**src/rtl/inst_rom_arbiter.sv**
```systemverilog
// Shares one combinational-read instruction ROM between the CPU fetch port and a
// debug/loader read port. Fetch wins; a debug read waiting MAX_WAIT cycles is forced.
module inst_rom_arbiter #(
    parameter int ADDR_W   = 32,
    parameter int DATA_W   = 32,
    parameter int MAX_WAIT = 8
) (
    input  logic              clk,
    input  logic              rst,
    // CPU fetch port
    input  logic              if_ce_i,
    input  logic [ADDR_W-1:0] if_addr_i,
    output logic [DATA_W-1:0] if_inst_o,
    output logic              stallreq_o,
    // debug/loader read port
    input  logic              dbg_req_i,
    input  logic [ADDR_W-1:0] dbg_addr_i,
    output logic              dbg_ack_o,
    output logic [DATA_W-1:0] dbg_data_o,
    output logic              dbg_valid_o,
    // ROM side
    output logic              rom_ce_o,
    output logic [ADDR_W-1:0] rom_addr_o,
    input  logic [DATA_W-1:0] rom_data_i,
    // arbiter state for observation: 0 = IDLE, 1 = PEND, 2 = FORCE
    output logic [1:0]        fsm_state_o
);

    localparam int CNT_W = $clog2(MAX_WAIT + 1);
    localparam logic [CNT_W-1:0] MAX_CNT = CNT_W'(MAX_WAIT);
    localparam logic [CNT_W-1:0] ONE     = CNT_W'(1);

    typedef enum logic [1:0] {
        IDLE  = 2'd0,
        PEND  = 2'd1,
        FORCE = 2'd2
    } state_e;

    state_e            state_q, state_d;
    logic [CNT_W-1:0]  cnt_q, cnt_d;
    logic [DATA_W-1:0] dbg_data_q, dbg_data_d;
    logic              dbg_valid_q, dbg_valid_d;
    logic              gnt_raw;
    logic              gnt;

    // Next-state logic; cnt counts cycles the current debug request was denied.
    always_comb begin
        state_d = state_q;
        cnt_d   = cnt_q;
        gnt_raw = 1'b0;
        case (state_q)
            IDLE: begin
                if (dbg_req_i) begin
                    if (!if_ce_i) begin
                        gnt_raw = 1'b1;
                    end else begin
                        cnt_d   = ONE;
                        state_d = (MAX_WAIT == 1) ? FORCE : PEND;
                    end
                end
            end
            PEND: begin
                if (!dbg_req_i) begin
                    state_d = IDLE;
                    cnt_d   = '0;
                end else if (!if_ce_i) begin
                    gnt_raw = 1'b1;
                    state_d = IDLE;
                    cnt_d   = '0;
                end else begin
                    cnt_d = cnt_q + ONE;
                    if (cnt_q + ONE == MAX_CNT) begin
                        state_d = FORCE;
                    end
                end
            end
            FORCE: begin
                gnt_raw = 1'b1;
                state_d = IDLE;
                cnt_d   = '0;
            end
            default: begin
                state_d = IDLE;
                cnt_d   = '0;
            end
        endcase
    end

    // Every combinational output is held low while reset is asserted.
    assign gnt = rst & gnt_raw;

    always_comb begin
        rom_ce_o   = 1'b0;
        rom_addr_o = '0;
        if_inst_o  = '0;
        if (rst) begin
            rom_ce_o = if_ce_i | gnt;
            if (gnt) begin
                rom_addr_o = dbg_addr_i;
            end else if (if_ce_i) begin
                rom_addr_o = if_addr_i;
                if_inst_o  = rom_data_i;
            end
        end
    end

    // A forced grant during a fetch hands the CPU a NOP and asks for a stall.
    assign stallreq_o = gnt & if_ce_i;
    assign dbg_ack_o  = gnt;

    always_comb begin
        dbg_valid_d = gnt;
        dbg_data_d  = gnt ? rom_data_i : dbg_data_q;
    end

    always_ff @(posedge clk) begin
        if (!rst) begin
            state_q     <= IDLE;
            cnt_q       <= '0;
            dbg_data_q  <= '0;
            dbg_valid_q <= 1'b0;
        end else begin
            state_q     <= state_d;
            cnt_q       <= cnt_d;
            dbg_data_q  <= dbg_data_d;
            dbg_valid_q <= dbg_valid_d;
        end
    end

    assign dbg_data_o  = dbg_data_q;
    assign dbg_valid_o = dbg_valid_q;
    assign fsm_state_o = state_q;

endmodule
```
**config.mk**
```make
export PLATFORM = sky130hd
export DESIGN_NAME = inst_rom_arbiter
export DESIGN_NICKNAME = d
export VERILOG_FILES = /design/src/rtl/inst_rom_arbiter.sv
export SDC_FILE = /design/constraint.sdc
export NUM_CORES = 1
export LEC_CHECK = 0
export BUFFER_PORTS_ARGS = -buffer_cell sky130_fd_sc_hd__buf_4
export CORE_AREA = 2 2 77 79
export DETAILED_ROUTE_END_ITERATION = 8
export DIE_AREA = 0 0 79 81
export GPL_ROUTABILITY_DRIVEN = 1
export GPL_TIMING_DRIVEN = 1
export PLACE_DENSITY_LB_ADDON = 0.25
export SLEW_MARGIN = 40
export SYNTH_ARGS = -nofsm -noshare
export SYNTH_HDL_FRONTEND = slang
export SYNTH_SLANG_ARGS = --single-unit
```
**constraint.sdc**
```tcl
create_clock -name clk -period 3.2 [get_ports clk]
set_clock_uncertainty 0.05 [all_clocks]
set_input_delay 0.48 -clock clk [delete_from_list [all_inputs] [get_ports clk]]
set_output_delay 0.48 -clock clk [all_outputs]
set_load 0.05 [all_outputs]
```
==> results of run 1 <==
==> synthesized netlist by cell type (2+ instances only) <==
cell type  count
a22o_1        32
buf_2          6
nor2b_1        2
nor2_1         4
nand2_1       68
o21ai_0        2
buf_6          4
a21oi_1        2
mux2i_1       32
nand3_1        2
clkbuf_1       6
dfxtp_1       39
and2_1        32
buf_4          2
and3_1         3
buf_12         3
==> cell families (layout without fill, tap and decap cells) <==
group | after synthesis | after routing | synth area share (%)
simple gates | 117 | 117 | 25.5
compound gates | 42 | 42 | 15.8
flops | 39 | 39 | 35.0
mux | 33 | 33 | 14.9
buf+inv | 22 | 214 | 7.91
fa+ha+maj | 1 | 1 | 0.561
xor+xnor | 1 | 1 | 0.393
==> power by group through the flow <==
stage / Sequential (mW) / Combinational (mW) / Clock (mW)
detailed placement: 0.532 / 0.555 / 0
CTS: 0.521 / 0.555 / 0.361
global placement: 0.531 / 0.549 / 0
finish: 0.520 / 0.552 / 0.353
global route: 0.524 / 0.577 / 0.387
floorplan: 0.607 / 0.271 / 0
==> state kept, by name, indices dropped and copies added (netlist names) <==
register,flops
dbg_valid_o,1
cnt_q,4
fsm_state_o,2
dbg_data_o,32
==> worst max-delay path, delay by kind of cell <==
kind                   cells  cell delay, ns
AOI/OAI and AO/OA          2            0.96
buffers and inverters      2            0.49
and+or+nand+nor            1            0.17
==> through the flow <==
stage | area [sq um] | std cells | utilization (%) | worst slack (ns)
global placement | 3690 | 514 | 65.1 | 0.602
CTS | 3790 | 522 | 66.8 | 0.562
global route | 3790 | 522 | 66.8 | 0.465
detailed placement | 3690 | 514 | 65.1 | 0.571
finish | 3790 | 522 | 66.8 | 0.548
floorplan | 2230 | 255 | - | 0.714
==> layout make-up <==
class	count	area, sq um
fillers	512	1880
repair buffers	205	1540
multi-input cells	194	1280
flip-flops and latches	39	781
clock buffers	8	100
well taps	75	93.8
inverters	1	3.75
==> per-layer routing <==
metal / vias up / routed length, um / global-route usage (%)
li1: 1247 / - / -
met1: 1174 / 2670 / 22.2
met2: 98 / 3880 / 38.5
met3: 11 / 670 / 5.56
met4: 0 / 146 / 6.90
met5: - / 0 / 0
==> final timing paths <==
check / cells after the start / end / startpoint / slack [ns]
max: 5 / rom_addr_o[26] / rst / 0.55
min: 3 / dbg_data_o[5]$_SDFFE_PN0P_ / rom_data_i[5] / 0.41
max reg2reg: 4 / dbg_data_o[29]$_SDFFE_PN0P_ / fsm_state_o[0]$_SDFFE_PN0P_ / 1.64
min reg2reg: 2 / dbg_data_o[12]$_SDFFE_PN0P_ / dbg_data_o[12]$_SDFFE_PN0P_ / 0.41
==> impl_metrics.env, run 1 <==
export IMPL_grt_first_pass_wirelength_mm=10.5
export IMPL_drive_gt1_share_pct=49.0
export IMPL_synth_top_area_cell="dfxtp_1"
export IMPL_clk_root_buffer_cell="clkbuf_8"
export IMPL_cts_tree="yes"
export IMPL_route_detailed_vias_per_inst=4.85
export IMPL_final_hold_violation_count=0
export IMPL_seq_cells_post_synth=39
export IMPL_die_height_um=81
export IMPL_ctsHoldBuffers=0
export IMPL_slew_violations=0
export IMPL_area_growth_synth_to_final_pct=70.1
export IMPL_drt_pass1_iterations=4
export IMPL_critical_path_top_cell_by_count="buf_4"
export IMPL_setup_repair_after_global_routing_missed_its_margin="no"
export IMPL_cts_max_path_buffers=2
export IMPL_drt_antenna_violating_nets=0
export IMPL_post_route_min_period_ns=2.65
export IMPL_detail_route_iter0_violations=116
export IMPL_synth_fp_nets=356
export IMPL_hpwlAfterDp_mm=5.87
export IMPL_vdd_drop_max_mv=0.241
export IMPL_critPathMaxFanout=33
export IMPL_yosysWarnings=0
export IMPL_synth_area_top_cells="dfxtp_1, mux2i_1, a22o_1"
export IMPL_synth_area_sq_um=2230
export IMPL_wl_per_cell_um=14.1
export IMPL_p_clk_share_pct=24.8
export IMPL_critPathLaunchType="input pin"
export IMPL_total_power_mw=1.43
export IMPL_layout_cells_most_common="buf_4"
export IMPL_power_share_combinational_pct=38.7
export IMPL_seqPwrFrac_pct=36.5
export IMPL_powerDensity_nw_per_um2=376
export IMPL_critPathRequiredTime_ns=2.67
export IMPL_die_area_sq_um=6400
export IMPL_tightest_pin_transition_ns=0.826
export IMPL_cts_htree_levels=2
export IMPL_rows=28
export IMPL_drt_total_wl_mm=7.37
export IMPL_cts_resized_gates=0
export IMPL_synth_edf_count=0
export IMPL_arrival_ns=2.12
export IMPL_tritoncts_num_sinks=39
export IMPL_end_kind="output pin"
export IMPL_clk_pin_slew_ns=0.07
export IMPL_timing_critical_path_cells="buf_4 -> nand2b_2 -> o21ai_4 -> a22o_1 -> buf_4"
export IMPL_critPathKind="input pin to output pin"
export IMPL_cts_buffers_inserted=5
export IMPL_synth_cells=255
export IMPL_p_leak_nw=2.06
export IMPL_power_switching_fraction_pct=35.8
export IMPL_design_final_nets=547
export IMPL_die_x_um=79
export IMPL_setup_violations_final=0
export IMPL_slowest_delay_ns=0.67
export IMPL_initial_utilization_pct=39.3
export IMPL_hp_class="input pin to flip-flop"
export IMPL_syn_area_per_cell_sq_um=8.75
export IMPL_synth_top_area_share_pct=35.0
export IMPL_maximum_capacitance_violations=0
export IMPL_status="finished clean"
export IMPL_totalNegativeSetupSlack_ns=0
export IMPL_final_cell_mix="buf_4, nand2_1, dfxtp_1"
export IMPL_hold_ws_ns=0.406
export IMPL_antenna_found_initial=0
export IMPL_insertedDiodeCount=0
export IMPL_crit_slowest_cell="o21ai_4"
export IMPL_largest_net_degree_at_the_start_of_global_routing=38
export IMPL_ys_dominant_reg_cell="dfxtp_1"
export IMPL_period_share_pct=82.9
export IMPL_port_buffer_count=201
export IMPL_rd_place_congestion=0.820
export IMPL_grt_overflow_total=0
export IMPL_yosysUniqueCellTypes=32
export IMPL_power_net_switching_mw=0.511
export IMPL_routed_via_count=2530
export IMPL_synth_async_sr_flop_share_pct=0
export IMPL_drc=0
export IMPL_first_global_vias=2201
export IMPL_maxSlewHeadroom_pct=44.7
export IMPL_top_level_ports=202
export IMPL_cts_setup_buffers=0
export IMPL_power_internal_mw=0.915
export IMPL_grt_total_usage_pct=20.5
export IMPL_insertion_delay_ns=0.28
export IMPL_ys_seq_area_share_pct=35.0
export IMPL_core_region_area_sq_um=5680
export IMPL_max_freq_mhz=377
No activity file was read; power rests on OpenSTA's default activity.
==> run 2: changes to the inputs <==
CORE_AREA = default   (was 2 2 77 79)
CORE_MARGIN = 1   (was default)
CORE_UTILIZATION = 34   (was default)
DIE_AREA = default   (was 0 0 79 81)
clock period = 2.26 ns   (was 3.2 ns; I/O delays follow)
==> run 2 against run 1 <==
Effect of this change:
- clock power up 39%
- sequential cell count unchanged
- final cell count up 0.96%
- critical path depth unchanged
- global-route usage down 0.21 points
- worst setup slack worse by 0.45 ns
- first-iteration DRC count down 26%
- wire length up 2.4%
- total power up 42%
- non-clock buffer count up 3
- utilization down 6.2 points
==> impl_metrics.env, run 2 (same netlist as run 1, synthesis figures left out) <==
export IMPL_cts_resized_gates=0
export IMPL_die_area_sq_um=6890
export IMPL_drt_total_wl_mm=7.55
export IMPL_totalNegativeSetupSlack_ns=0
export IMPL_layout_filler_cell_count=570
export IMPL_total_power_mw=2.02
export IMPL_detail_route_iter0_violations=86
export IMPL_grt_overflow_total=0
export IMPL_insertedDiodeCount=0
export IMPL_critPathRequiredTime_ns=1.87
export IMPL_period_share_pct=95.5
export IMPL_wl_per_cell_um=14.3
export IMPL_ctsHoldBuffers=0
export IMPL_r2r_worst_path_cells=4
export IMPL_timing_reg2reg_setup_slack_ns=0.82
export IMPL_routed_via_count=2513
export IMPL_clk_root_buffer_cell="clkbuf_8"
export IMPL_max_freq_mhz=463
export IMPL_setup_repair_after_global_routing_missed_its_margin="no"
export IMPL_port_buffer_count=201
export IMPL_cts_htree_levels=2
export IMPL_tightest_pin_transition_ns=0.338
export IMPL_powerDensity_nw_per_um2=525
export IMPL_grt_total_usage_pct=20.3
export IMPL_reg2reg_from="fsm_state_o[0]$_SDFFE_PN0P_"
export IMPL_rows=29
export IMPL_grt_first_pass_wirelength_mm=11.3
export IMPL_post_place_cells=518
export IMPL_antenna_found_initial=0
export IMPL_cts_max_path_buffers=2
export IMPL_maxSlewHeadroom_pct=77.5
export IMPL_critPathKind="flip-flop to output pin"
export IMPL_timing_hold_worst_path_depth=3
export IMPL_critPathLaunchType="flip-flop"
export IMPL_slew_violations=0
export IMPL_layout_core_utilization_pct=60.6
export IMPL_cts_tree="yes"
export IMPL_multi_input_area_sq_um=1280
export IMPL_maximum_capacitance_violations=0
export IMPL_layout_cells_most_common="buf_4"
export IMPL_final_cell_mix="buf_4, nand2_1, dfxtp_1"
export IMPL_route_detailed_vias_per_inst=4.77
export IMPL_arrival_ns=1.77
export IMPL_first_global_vias=2301
export IMPL_p_leak_nw=2.08
export IMPL_worstHoldStart="rom_data_i[15]"
export IMPL_cts_buffers_inserted=5
export IMPL_cts_setup_buffers=0
export IMPL_tritoncts_num_sinks=39
export IMPL_drive_gt1_share_pct=49.8
export IMPL_whs_endpoint="dbg_data_o[15]$_SDFFE_PN0P_"
export IMPL_end_kind="output pin"
export IMPL_critPathMaxFanout=33
export IMPL_die_x_um=83
export IMPL_initial_utilization_pct=35.1
export IMPL_insertion_delay_ns=0.30
export IMPL_r2r_end="dbg_data_o[24]$_SDFFE_PN0P_"
export IMPL_largest_net_degree_at_the_start_of_global_routing=65
export IMPL_setup_violations_final=0
export IMPL_largest_register_ffs=32
export IMPL_status="finished clean"
export IMPL_rd_place_congestion=0.860
export IMPL_vdd_drop_max_mv=0.300
export IMPL_top_level_ports=202
export IMPL_die_height_um=83
export IMPL_drc=0
export IMPL_clk_pin_slew_ns=0.09
export IMPL_design_final_nets=550
export IMPL_regArea_sq_um=781
export IMPL_layout_cells_non_filler=527
export IMPL_core_region_area_sq_um=6350
export IMPL_post_route_min_period_ns=2.16
export IMPL_drt_antenna_violating_nets=0
export IMPL_final_hold_violation_count=0
export IMPL_drt_pass1_iterations=4
export IMPL_hpwlAfterDp_mm=5.74
export IMPL_hp_class="input pin to flip-flop"
export IMPL_area_growth_synth_to_final_pct=72.6
## run 2: power by group
| group | switching, mW | internal [mW] | leakage, nW |
|---|---|---|---|
| registers | 0.0173 | 0.719 | 0.319 |
| logic | 0.488 | 0.306 | 1.72 |
| clock network | 0.271 | 0.221 | 0.0443 |
| total | 0.776 | 1.25 | 2.08 |
## run 2: worst max-delay path by stage
stage	startpoint	end	slack (ns)
6_report	fsm_state_o[1]$_SDFFE_PN0P_	rom_addr_o[18]	0.10
5_1_grt	fsm_state_o[0]$_SDFFE_PN0P_	rom_addr_o[18]	0.02
4_1_cts	fsm_state_o[1]$_SDFFE_PN0P_	rom_addr_o[18]	0.02
3_5_place_dp	if_ce_i	rom_addr_o[18]	0.33
3_3_place_gp	if_ce_i	rom_addr_o[18]	0.34
2_1_floorplan	fsm_state_o[1]$_SDFFE_PN0P_	rom_addr_o[22]	0.12
## run 2: critical path, stage by stage, from the launching register on
cell and delay [ns]:
dfxtp_1 0.36, nand2b_2 0.27, o21ai_4 0.15, buf_6 0.25, a22o_1 0.22, buf_4 0.21
## run 2: metal layers
layer	GRT usage, %	wire length, um	vias to the layer above
met3	4.57	498	8
met5	0	0	-
met4	5.96	114	0
met2	39.8	4150	108
li1	-	-	1251
met1	21.1	2790	1146
## run 2: area by class of cell
class                   instances  share of cell area [%]
multi-input cells             194                    33.2
inverters                       1                  0.0975
repair buffers                208                    41.4
well taps                      77                    2.50
clock buffers                   5                    1.79
clock inverters                 3                   0.650
flip-flops and latches         39                    20.3
## run 2: per-stage QoR
stage          worst slack, ns  hold WS, ns  area (sq um)
2_1_floorplan            0.122        0.417          2230
5_1_grt                 0.0170        0.222          3850
4_1_cts                 0.0161        0.224          3820
3_3_place_gp             0.343        0.394          3730
6_report                 0.102        0.236          3850
3_5_place_dp             0.327        0.403          3730
